--- src/rtl/ifmap_row_scheduler.sv ---
// ifmap_row_scheduler
// Sequences IFMAP row reads for the partial-sum PEs: a broadcast phase that
// hands every PE its first row, then a round-robin serve phase in which each
// PE pulls its remaining rows on request. Rows are packed into router packets
// {dest[32:29], opcode[28:25], data[24:0]}.
// Optional feature macro: IFMAP_SCHED_STATS_EN adds stat_pkts / stat_stalls.
module ifmap_row_scheduler #(
    parameter int NUM_PE       = 5,
    parameter int IFMAP_SIZE   = 25,
    parameter int PE_BASE_ID   = 5,
    parameter int OP_PPE_INPUT = 1
) (
    input  logic                    clk,
    input  logic                    reset,
    input  logic                    start_valid,
    input  logic                    start_ts,
    output logic                    start_ready,
    input  logic [NUM_PE-1:0]       req_valid,
    output logic [NUM_PE-1:0]       req_ready,
    output logic                    mem_rd_valid,
    input  logic                    mem_rd_ready,
    output logic                    mem_rd_ts,
    output logic [4:0]              mem_rd_row,
    input  logic                    mem_rdata_valid,
    input  logic [IFMAP_SIZE-1:0]   mem_rdata,
    output logic                    pkt_valid,
    input  logic                    pkt_ready,
    output logic [IFMAP_SIZE+7:0]   pkt_data,
    output logic                    busy,
    output logic [NUM_PE-1:0]       exhausted,
    output logic                    err_overrun
`ifdef IFMAP_SCHED_STATS_EN
    ,
    output logic [15:0]             stat_pkts,
    output logic [15:0]             stat_stalls
`endif
);

    localparam int IDX_W = $clog2(NUM_PE);

    typedef enum logic [2:0] {
        IDLE   = 3'd0,
        B_RD   = 3'd1,
        B_WAIT = 3'd2,
        B_SEND = 3'd3,
        SERVE  = 3'd4,
        RD     = 3'd5,
        WAIT   = 3'd6,
        SEND   = 3'd7
    } state_t;

    state_t                  state_q, state_d;
    logic                    ts_q, ts_d;
    logic [IDX_W-1:0]        rr_ptr_q, rr_ptr_d;
    logic [IDX_W-1:0]        bcast_idx_q, bcast_idx_d;
    logic [IDX_W-1:0]        gnt_q, gnt_d;
    logic [5:0]              ptr_q [NUM_PE];
    logic [5:0]              ptr_d [NUM_PE];
    logic [4:0]              mem_rd_row_q, mem_rd_row_d;
    logic [IFMAP_SIZE+7:0]   pkt_data_q, pkt_data_d;
    logic [NUM_PE-1:0]       req_ready_q, req_ready_d;
    logic                    err_overrun_q, err_overrun_d;
`ifdef IFMAP_SCHED_STATS_EN
    logic [15:0]             stat_pkts_q, stat_pkts_d;
    logic [15:0]             stat_stalls_q, stat_stalls_d;
`endif

    logic                    start_hs_s;
    logic                    pkt_valid_s;
    logic                    arb_found_s;
    logic [IDX_W-1:0]        arb_idx_s;
    logic [IDX_W:0]          cand_s;

    assign start_ready  = (state_q == IDLE) || (state_q == SERVE);
    assign start_hs_s   = start_valid && start_ready;
    assign pkt_valid_s  = (state_q == B_SEND) || (state_q == SEND);
    assign pkt_valid    = pkt_valid_s;
    assign mem_rd_valid = (state_q == B_RD) || (state_q == RD);
    assign mem_rd_ts    = ts_q;
    assign mem_rd_row   = mem_rd_row_q;
    assign pkt_data     = pkt_data_q;
    assign req_ready    = req_ready_q;
    assign err_overrun  = err_overrun_q;
    assign busy         = (state_q != IDLE) && (state_q != SERVE);
`ifdef IFMAP_SCHED_STATS_EN
    assign stat_pkts    = stat_pkts_q;
    assign stat_stalls  = stat_stalls_q;
`endif

    // A PE is exhausted once its row pointer has passed the last row.
    always_comb begin
        exhausted = '0;
        for (int k = 0; k < NUM_PE; k++) begin
            exhausted[k] = (ptr_q[k] >= 6'(IFMAP_SIZE));
        end
    end

    // Round-robin search: first valid request at or after rr_ptr, wrapping.
    always_comb begin
        arb_found_s = 1'b0;
        arb_idx_s   = '0;
        cand_s      = '0;
        for (int i = 0; i < NUM_PE; i++) begin
            cand_s = {1'b0, rr_ptr_q} + (IDX_W+1)'(i);
            cand_s = (cand_s >= (IDX_W+1)'(NUM_PE)) ? (cand_s - (IDX_W+1)'(NUM_PE)) : cand_s;
            if (!arb_found_s && req_valid[cand_s[IDX_W-1:0]]) begin
                arb_found_s = 1'b1;
                arb_idx_s   = cand_s[IDX_W-1:0];
            end else begin
                arb_found_s = arb_found_s;
            end
        end
    end

    // Next-state and next-output computation for the whole controller.
    always_comb begin
        state_d       = state_q;
        ts_d          = ts_q;
        rr_ptr_d      = rr_ptr_q;
        bcast_idx_d   = bcast_idx_q;
        gnt_d         = gnt_q;
        ptr_d         = ptr_q;
        mem_rd_row_d  = mem_rd_row_q;
        pkt_data_d    = pkt_data_q;
        req_ready_d   = '0;
        err_overrun_d = 1'b0;

        if (start_hs_s) begin
            // A start wins over any same-cycle request in SERVE.
            ts_d         = start_ts;
            bcast_idx_d  = '0;
            mem_rd_row_d = 5'd0;
            state_d      = B_RD;
            for (int k = 0; k < NUM_PE; k++) begin
                ptr_d[k] = 6'(k);
            end
        end else begin
            case (state_q)
                IDLE: state_d = IDLE;
                B_RD: state_d = mem_rd_ready ? B_WAIT : B_RD;
                B_WAIT: begin
                    if (mem_rdata_valid) begin
                        pkt_data_d = {4'(PE_BASE_ID) + 4'(bcast_idx_q), 4'(OP_PPE_INPUT), mem_rdata};
                        state_d    = B_SEND;
                    end else begin
                        state_d    = B_WAIT;
                    end
                end
                B_SEND: begin
                    if (pkt_ready) begin
                        ptr_d[bcast_idx_q] = ptr_q[bcast_idx_q] + 6'd5;
                        if (bcast_idx_q == IDX_W'(NUM_PE - 1)) begin
                            state_d = SERVE;
                        end else begin
                            bcast_idx_d  = bcast_idx_q + IDX_W'(1);
                            mem_rd_row_d = 5'(bcast_idx_q) + 5'd1;
                            state_d      = B_RD;
                        end
                    end else begin
                        state_d = B_SEND;
                    end
                end
                SERVE: begin
                    // The ack is registered; skip arbitration while one is still showing
                    // so a PE that has not yet seen its ack is not granted twice.
                    if (arb_found_s && (req_ready_q == '0)) begin
                        req_ready_d[arb_idx_s] = 1'b1;
                        rr_ptr_d = (arb_idx_s == IDX_W'(NUM_PE - 1)) ? '0 : (arb_idx_s + IDX_W'(1));
                        if (ptr_q[arb_idx_s] >= 6'(IFMAP_SIZE)) begin
                            err_overrun_d = 1'b1;
                        end else begin
                            gnt_d        = arb_idx_s;
                            mem_rd_row_d = ptr_q[arb_idx_s][4:0];
                            state_d      = RD;
                        end
                    end else begin
                        state_d = SERVE;
                    end
                end
                RD: state_d = mem_rd_ready ? WAIT : RD;
                WAIT: begin
                    if (mem_rdata_valid) begin
                        pkt_data_d = {4'(PE_BASE_ID) + 4'(gnt_q), 4'(OP_PPE_INPUT), mem_rdata};
                        state_d    = SEND;
                    end else begin
                        state_d    = WAIT;
                    end
                end
                SEND: begin
                    if (pkt_ready) begin
                        ptr_d[gnt_q] = ptr_q[gnt_q] + 6'd5;
                        state_d      = SERVE;
                    end else begin
                        state_d      = SEND;
                    end
                end
                default: state_d = IDLE;
            endcase
        end
    end

`ifdef IFMAP_SCHED_STATS_EN
    // Saturating packet and stall counters, cleared by a start.
    always_comb begin
        stat_pkts_d   = stat_pkts_q;
        stat_stalls_d = stat_stalls_q;
        if (start_hs_s) begin
            stat_pkts_d   = 16'd0;
            stat_stalls_d = 16'd0;
        end else begin
            if (pkt_valid_s && pkt_ready && (stat_pkts_q != 16'hFFFF)) begin
                stat_pkts_d = stat_pkts_q + 16'd1;
            end else begin
                stat_pkts_d = stat_pkts_q;
            end
            if (pkt_valid_s && !pkt_ready && (stat_stalls_q != 16'hFFFF)) begin
                stat_stalls_d = stat_stalls_q + 16'd1;
            end else begin
                stat_stalls_d = stat_stalls_q;
            end
        end
    end
`endif

    // State and output registers with synchronous reset.
    always_ff @(posedge clk) begin
        if (reset) begin
            state_q       <= IDLE;
            ts_q          <= 1'b0;
            rr_ptr_q      <= '0;
            bcast_idx_q   <= '0;
            gnt_q         <= '0;
            ptr_q         <= '{default: 6'd0};
            mem_rd_row_q  <= 5'd0;
            pkt_data_q    <= '0;
            req_ready_q   <= '0;
            err_overrun_q <= 1'b0;
`ifdef IFMAP_SCHED_STATS_EN
            stat_pkts_q   <= 16'd0;
            stat_stalls_q <= 16'd0;
`endif
        end else begin
            state_q       <= state_d;
            ts_q          <= ts_d;
            rr_ptr_q      <= rr_ptr_d;
            bcast_idx_q   <= bcast_idx_d;
            gnt_q         <= gnt_d;
            ptr_q         <= ptr_d;
            mem_rd_row_q  <= mem_rd_row_d;
            pkt_data_q    <= pkt_data_d;
            req_ready_q   <= req_ready_d;
            err_overrun_q <= err_overrun_d;
`ifdef IFMAP_SCHED_STATS_EN
            stat_pkts_q   <= stat_pkts_d;
            stat_stalls_q <= stat_stalls_d;
`endif
        end
    end

endmodule

--- config.mk ---
export PLATFORM = sky130hd
export DESIGN_NAME = ifmap_row_scheduler
export DESIGN_NICKNAME = d
export VERILOG_FILES = /design/src/rtl/ifmap_row_scheduler.sv
export SDC_FILE = /design/constraint.sdc
export NUM_CORES = 1
export LEC_CHECK = 0
export CAP_MARGIN = 20
export CORE_UTILIZATION = 45
export CTS_CLUSTER_DIAMETER = 80
export CTS_CLUSTER_SIZE = 28
export DETAILED_ROUTE_END_ITERATION = 12
export PLACE_DENSITY = 0.79
export SYNTH_ARGS = -nofsm -noshare
export SYNTH_HDL_FRONTEND = slang
export SYNTH_SLANG_ARGS = --single-unit
--- constraint.sdc ---
create_clock -name clk -period 4.35 [get_ports clk]
set_input_delay 1.305 -clock clk [delete_from_list [all_inputs] [get_ports clk]]
set_output_delay 1.305 -clock clk [all_outputs]
set_load 0.005 [all_outputs]
# Word level (Yosys, flattened, before mapping)
# Cells that the tools add are included.
# totals
regBits	87
in_bits	37
out_inout_bits	54
elab_cells	187
# op_classes
add_sub_neg	16
magnitude_cmp	23
eq_ne	21
mux	67
bitwise	8
reduce_logical	33
# ops
op	count
33-bit two-way mux	2
33-bit one-hot mux with 2 select lines	1
30-bit bitwise mux	2
30-bit two-way mux	2
30-bit one-hot mux with 2 select lines	1
6-bit binary-select mux with 3-bit select	3
6-bit two-way mux	8
3-bit two-way mux	15
6-bit demux with 3-bit select	2
6-bit by 5-bit >= comparator with 1-bit output (second input constant)	6
3-bit by 4-bit < comparator with 1-bit output (second input constant)	6
3-bit one-hot mux with 8 select lines	1
5-bit two-way mux	4
19-bit two-way mux	1
3-bit == test (second input constant)	6
4-bit by 3-bit >= comparator with 1-bit output (second input constant)	4
1-bit binary-select mux with 3-bit select	5
1-bit two-way mux	15
3-bit subtractor (second input constant)	5
6-bit by 3-bit adder with 6-bit output (second input constant)	2
4-bit >= comparator (second input constant)	3
2-bit != test (second input constant)	6
3-bit != test (second input constant)	4
3-bit inverter with 4-bit output	3
28 further kinds	61

# Depth between registers and ports, before layout
# Gate-level depths: netlist (run 1).
# logic_depth
ltp_word	26
mapped_depth	19
depth_no_buf	16

# Worst setup path before layout (run 1)
# No wires, ideal clock.
# synth_timing
kind	reg2reg
start	register rr_ptr_q[0]
end	register mem_rd_row_q[0], in the netlist mem_rd_row[0]
arrival_time_ns	4.206
t_required_ns	4.278
setup_slack_ns	0.072
path_stages_with_launch	19
period_less_slack_ns	4.278
cell_sequence	dfxtp_1 buf_6 inv_2 ha_1 inv_1 fa_1 inv_1 a21boi_0 or4_1 a21boi_1 o41ai_1 a221o_1 a32o_2 buf_6 or3b_1 a32oi_2 o311ai_4 a21oi_4 mux2i_1
# synth_between
elab_chain_cells	24
# synth_rtl
item	line	rtl
start, declared	54	logic [IDX_W-1:0] rr_ptr_q, rr_ptr_d;
start signal, assigned	245	rr_ptr_q <= rr_ptr_d;
parallel branches: the longest is 24 deep, another holds 3-bit by 1-bit adder with 4-bit output	-	
end signal, assigned	249	mem_rd_row_q <= mem_rd_row_d;
end, declared	59	logic [4:0] mem_rd_row_q, mem_rd_row_d;
# Several ways; the timed one is not identified. The select of a mux whose other input is x is not followed.
# A chain may end at the register's enable or synchronous reset.

# Worst setup path after layout (run 1)
# layout_timing
start	input req_valid[4]
end	register gnt_q[0]
# layout_between
elab_chain_cells	22
# layout_rtl
item	line	rtl
start, declared	18	input logic [NUM_PE-1:0] req_valid,
1-bit binary-select mux with 3-bit select	106	if (!arb_found_s && req_valid[cand_s[IDX_W-1:0]]) begin
1-bit two-way mux (not written as such)	106	
1-bit two-way mux	106	
1-bit zero test	106	
1-bit logical AND	106	
1-bit two-way mux	106	
1-bit zero test	106	
1-bit logical AND	106	
(+5 left out)	-	
1-bit logical AND	106	
3-bit two-way mux	106	
3-bit inverter with 4-bit output (not written as such)	169	if (ptr_q[arb_idx_s] >= 6'(IFMAP_SIZE)) begin
6-bit binary-select mux with 3-bit select	169	
6-bit two-way mux (2 in series)	-	
6-bit by 5-bit >= comparator with 1-bit output	169	
1-bit inverter (no source line)	-	
4-bit AND reduction (no source line)	-	
end signal, assigned	247	gnt_q <= gnt_d;
end, declared	56	logic [IDX_W-1:0] gnt_q, gnt_d;
# Parallel ways exist; a longest one is shown, timed or not. The select of a mux whose other input is x is not followed.

==> results_dict.tcl, run 1 <==
set metrics [dict create \
    place_hpwl_um 13400 \
    ys.flop_type "dfxtp_1" \
    fin_nets 939 \
    syn_area_per_cell_um2 7.71 \
    worstSetupStartpointType "input pin" \
    cts.sinks 84 \
    whs_ps 452 \
    yosys_warnings 0 \
    outcome "complete, no violations" \
    power_density_nw_per_um2 232 \
    fill_cells 1120 \
    wl_met3_um 1980 \
    fin_crit_sh 0.992 \
    synthAdderAreaFrac 0.0356 \
    p_leak_uw 0.00285 \
    irDropWorstVdd_mv 0.215 \
    grt_pass1_wl_um 29500 \
    synth_edf_count 0 \
    slowest_stage "or4_4" \
    critPathCaptureType "flop" \
    cts_tree "built" \
    synthXorXnorAreaFrac 0.0251 \
    fin_total_pwr_uw 1810 \
    finalCriticalPeriod_ps 4310 \
    viasPerCell 5.97 \
    syn_to_final_growth_pct 34.1 \
    first_pass_iters 6 \
    cts_max_level 3 \
    grt_pass1_vias 5808 \
    antenna_found_initial 0 \
    path_buf_inv 6 \
    yosysSeqAreaShare 0.289 \
    synth_top_family_by_area "compound AO/OA/AOI/OAI gates" \
    port-buffer-count 87 \
    crit_family "compound AO/OA/AOI/OAI gates" \
    synth.area.mux_share 0.0850 \
    cap_violations 0 \
    critical_path_class "input pin to flop" \
    crit_arrival_ps 4520 \
    max_freq_ghz 0.232 \
    num_rows 41 \
    setup-violations-final 0 \
    postPlaceCellArea_um2 7180 \
    async_flop_share 0 \
    hold_buffers 0 \
    clock_tree.buffer_depth 2 \
    syn_area_um2 5830 \
    final_area_um2 7810 \
    slew_headroom 0.287 \
    clockRootBuffer "clkbuf_16" \
    antenna_left 0 \
    clk_latency_ps 340 \
    finalNonFillerCells 1063 \
    synth_compound_area_frac 0.279 \
    synth_cells 756 \
    cts_buffers 9 \
    coreArea_um2 12600 \
    finalMaxSlewViolations 0 \
    wl_met2_um 8790 \
    grt_max_degree 50 \
    drt-total-wl_um 19100 \
    crit_chain "dlygate4sd2_1 -> inv_2 -> or4_4 -> a21boi_2 -> buf_4 -> nor4b_1 -> a211oi_1 -> a22oi_2 -> buf_6 -> buf_4 -> a221oi_2 -> a22oi_2 -> o311ai_4 -> buf_4 -> a211o_1 -> o31ai_1" \
    routed.top_layer "met4" \
    start_util 0.462 \
    chipHeight_um 116 \
    die-area_um2 13400 \
    dr_total_vias 6350 \
    hold_path.class "flop to flop" \
    wl_per_cell_um 18.0 \
    synthSimpleGateAreaFrac 0.228 \
    cts.clk_slew.worst_paths_ps 60 \
    io_pins 91 \
    globalRouteOverflowTotal 0 \
    place_congestion 0.993 \
    cp.required_ps 4550 \
    dr.first_iter.drc_count 847 \
    post-place-cells 1034 \
    dieWidth_um 116 \
    drive_above_1_share 0.186 \
    slowest_delay_ps 530 \
    grt_use_total 0.283 \
    finalHoldViolCount 0 \
    final_util 0.619 \
    fin_skew_ps 9.43 \
    met1_length_um 7820 \
    ys_seq_elements 84 \
    drc_errors 0 \
    tightestPinTransition_ps 1070 \
    ys_types 84 \
    antenna_cells 0 \
    path_common_cell "buf_4" \
    path_max_fanout 5 \
]
cell type report:
cell class	count	area, µm²	area share
multi-input combinational	597	4040	0.517
timing repair buffer	166	1460	0.187
tap	172	215	0.0275
inverter	28	105	0.0135
clock inverter	5	61.3	0.00785
clock buffer	11	243	0.0311
sequential	84	1680	0.216
worst reg2reg max path, delay by kind of cell, from the launching register on:
kind            cells  cell delay [ps]
compound gates      8             1770
simple gates        1              140
mux                 2              620
flops               1              350
buf+inv             5              810
fa+ha+maj           1              250
xor+xnor            1              180
report_power, final:
| part | leakage (µW) | internal, µW | switching, µW |
|---|---|---|---|
| clock network | 0.000150 | 463 | 315 |
| registers | 0.000680 | 783 | 16.4 |
| logic | 0.00202 | 119 | 113 |
timing repair:
item,CTS,global route
gates cloned,1,0
setup buffers,7,5
endpoints found under the setup margin,10,11
pin swaps,16,19
gates resized for setup,27,43
flip-flops by register name (all words and copies together), names as in the netlist:
register and flops:
pkt_data 30, ptr_q 30, mem_rd_row 5, req_ready 5, bcast_idx_q 3, gnt_q 3
rr_ptr_q 3, state_q 3, err_overrun 1, mem_rd_ts 1
metrics by stage:
stage	worst slack, ps	setup TNS (ps)
after floorplan	72.1	0
after global placement	-523	-5120
after detailed placement	-768	-7160
after CTS	2.25	0
after global routing	-48.6	-60.3
final	35.5	0
synthesized netlist by cell type (7+ instances only):
cell	count	share of area
nand2_1	124	0.080
dfxtp_1	84	0.29
nor2_1	73	0.047
a21oi_1	53	0.046
mux2i_1	36	0.062
clkbuf_1	32	0.021
o22ai_1	31	0.033
o21ai_0	29	0.025
a22oi_1	28	0.036
inv_1	26	0.017
ha_1	15	0.032
o21a_1	14	0.018
nand3_1	12	0.010
nor3_1	12	0.010
nand2b_1	11	0.012
buf_2	9	0.0077
nor2b_1	9	0.0097
a211oi_1	8	0.010
a221oi_1	7	0.011
xnor2_1	7	0.011
layout by cell type, fill, tap and decap left out, types with 5 or more instances in the layout:
master	instances
a211o_1	6
a211oi_1	5
a21oi_1	52
a221oi_1	5
a22oi_1	26
buf_4	75
clkbuf_16	9
clkdlybuf4s50_1	81
dfxtp_1	82
ha_1	11
inv_1	24
mux2i_1	35
nand2_1	123
nand2b_1	11
nand3_1	12
nand4_1	6
nor2_1	72
nor2b_1	9
nor3_1	12
o211ai_1	6
o21a_1	14
o21ai_0	28
o22ai_1	30
xnor2_1	7
xor2_1	6
layer usage:
| metal | track usage | vias to the layer above |
|---|---|---|
| met5 | 0 | - |
| met4 | 0.118 | 0 |
| met3 | 0.0748 | 54 |
| met2 | 0.442 | 359 |
| met1 | 0.369 | 2945 |
| li1 | - | 2992 |
logic make-up after synthesis:
logic type      count (synthesis)
other cells                     1
flops                          84
simple gates                  287
compound gates                231
buf+inv                        78
fa+ha+maj                      16
mux                            44
xor+xnor                       15
final timing paths:
path,from,to,slack [ps],cells past startpoint
max,req_valid[4],gnt_q[0],40,16
min,pkt_data[9],pkt_data[9],450,2
max reg2reg,rr_ptr_q[0],gnt_q[0],90,18
min reg2reg,pkt_data[9],pkt_data[9],450,2
Note: power is estimated with default switching activity, not from simulation.
==> inputs of run 2 (changes only) <==
- SETUP_SLACK_MARGIN: unset -> 0.4
==> results_dict.tcl, run 2 (synthesis gave the netlist of run 1 again) <==
set metrics [dict create \
    slowest_delay_ps 360 \
    hold_buffers 0 \
    chipHeight_um 116 \
    final_common_cell "nand2_1" \
    clockRootBuffer "clkbuf_16" \
    hold_path.class "flop to flop" \
    dieWidth_um 116 \
    first_pass_iters 6 \
    fin_skew_ps 6.24 \
    grt_pass1_wl_um 30700 \
    antenna_found_initial 0 \
    critPathCaptureType "flop" \
    path_common_cell "buf_6" \
    cts.clk_slew.worst_paths_ps 60 \
    critical_path_class "input pin to flop" \
    finalNonFillerCells 1093 \
    die-area_um2 13400 \
    finalMaxSlewViolations 0 \
    antenna_cells 0 \
    cts_buffers 9 \
    cap_violations 0 \
    worstSetupStartpointType "input pin" \
    slew_headroom 0.295 \
    globalRouteOverflowTotal 0 \
    cts_tree "built" \
    fin_crit_sh 0.992 \
    clk_latency_ps 350 \
    final_cell_mix "nand2_1 (124), buf_4 (89), dfxtp_1 (81), clkdlybuf4s50_1 (81), nor2_1 (68)" \
    rsz0062_at_grt "true" \
    start_util 0.462 \
    max_freq_ghz 0.232 \
    crit_arrival_ps 4560 \
    viasPerCell 6.21 \
    irDropWorstVdd_mv 0.205 \
    grt_max_degree 50 \
    fill_cells 964 \
    io_pins 91 \
    antenna_left 0 \
    path_max_fanout 5 \
    grt_pass1_vias 6165 \
    port-buffer-count 87 \
    p_leak_uw 0.00308 \
    drc_errors 0 \
    crit_chain "buf_6 -> buf_6 -> mux2_4 -> nand4_1 -> o31ai_2 -> buf_4 -> o211a_1 -> or3_1 -> a32oi_2 -> a32oi_2 -> buf_6 -> buf_12 -> a21boi_2 -> o221ai_4 -> o311ai_4 -> buf_6 -> nand2_2 -> o31ai_1" \
    tightestPinTransition_ps 1060 \
    power_density_nw_per_um2 219 \
    slowest_stage "or3_1" \
    cts_max_level 3 \
    drive_above_1_share 0.254 \
    place_hpwl_um 13100 \
    wl_per_cell_um 19.4 \
    postPlaceCellArea_um2 7270 \
    drt-total-wl_um 21200 \
    finalHoldViolCount 0 \
    place_congestion 1.00 \
    cts.sinks 84 \
    num_rows 41 \
    finalCriticalPeriod_ps 4320 \
    fin_nets 970 \
    syn_to_final_growth_pct 45.6 \
    setup-violations-final 0 \
    clock_tree.buffer_depth 2 \
    dr_total_vias 6785 \
    outcome "complete, no violations" \
    grt_use_total 0.295 \
    post-place-cells 1035 \
    final_area_um2 8480 \
    coreArea_um2 12600 \
    dr.first_iter.drc_count 950 \
    cp.required_ps 4600 \
]
## run 2: cell count changes in the layout (fill, tap and decap cells not counted), sizes merged
cell         change
dlygate4sd2      -1
clkinv           -2
buf             +34
clkinvlp         +3
clkbuf           -4
## run 2: where the power goes
group          switching (µW)  leakage [µW]  total, µW  internal [µW]
Sequential               17.6      0.000681        798            781
Clock                     328      0.000138        770            442
Combinational             133       0.00226        288            155
## run 2: routing by layer
metal	vias to the layer above	GRT usage	wire length (µm)
li1	3071	-	-
met1	3133	0.384	8420
met2	475	0.454	9530
met3	106	0.0826	2410
met4	0	0.135	822
met5	-	0	0
## run 2: final cells by class
class | count | area, µm² | share of cell area
clock buffer | 9 | 225 | 0.0266
tap | 172 | 215 | 0.0254
clock inverter | 6 | 63.8 | 0.00752
inverter | 28 | 121 | 0.0143
multi-input combinational | 597 | 4370 | 0.515
timing repair buffer | 197 | 1800 | 0.212
sequential | 84 | 1690 | 0.200
## run 2: worst max-delay path, delay by kind of cell
family	cells	cell delay [ps]
AO/OA/AOI/OAI	8	1570
buffers and inverters	6	820
multiplexers	1	270
AND/OR/NAND/NOR	3	590
## run 2: worst paths after layout
path | slack [ps] | startpoint | cells past startpoint | to
min reg2reg | 450 | pkt_data[29] | 2 | pkt_data[29]
min | 450 | pkt_data[29] | 2 | pkt_data[29]
max reg2reg | 70 | rr_ptr_q[2] | 17 | gnt_q[0]
max | 30 | req_valid[3] | 18 | gnt_q[0]
## run 2: what timing repair did
action                                  in CTS  in global routing
gates resized for setup                     83                 60
pin swaps                                   34                 34
buffers inserted                            22                 19
endpoints found under the setup margin      13                 12
gates cloned                                 2                  0
## run 2: per-stage QoR
| step | util | TNS [ps] | hold WS (ps) | setup WS [ps] | power, µW |
|---|---|---|---|---|---|
| 3_3_place_gp | 0.576 | -5020 | 441 | -486 | 1030 |
| 6_report | 0.672 | 0 | 452 | 33.4 | 1860 |
| 3_5_place_dp | 0.576 | -6130 | 446 | -596 | 1030 |
| 4_1_cts | 0.638 | 0 | 454 | 238 | 1830 |
| 2_1_floorplan | - | 0 | 453 | 225 | 921 |
| 5_1_grt | 0.672 | -410 | 468 | -71.8 | 1920 |
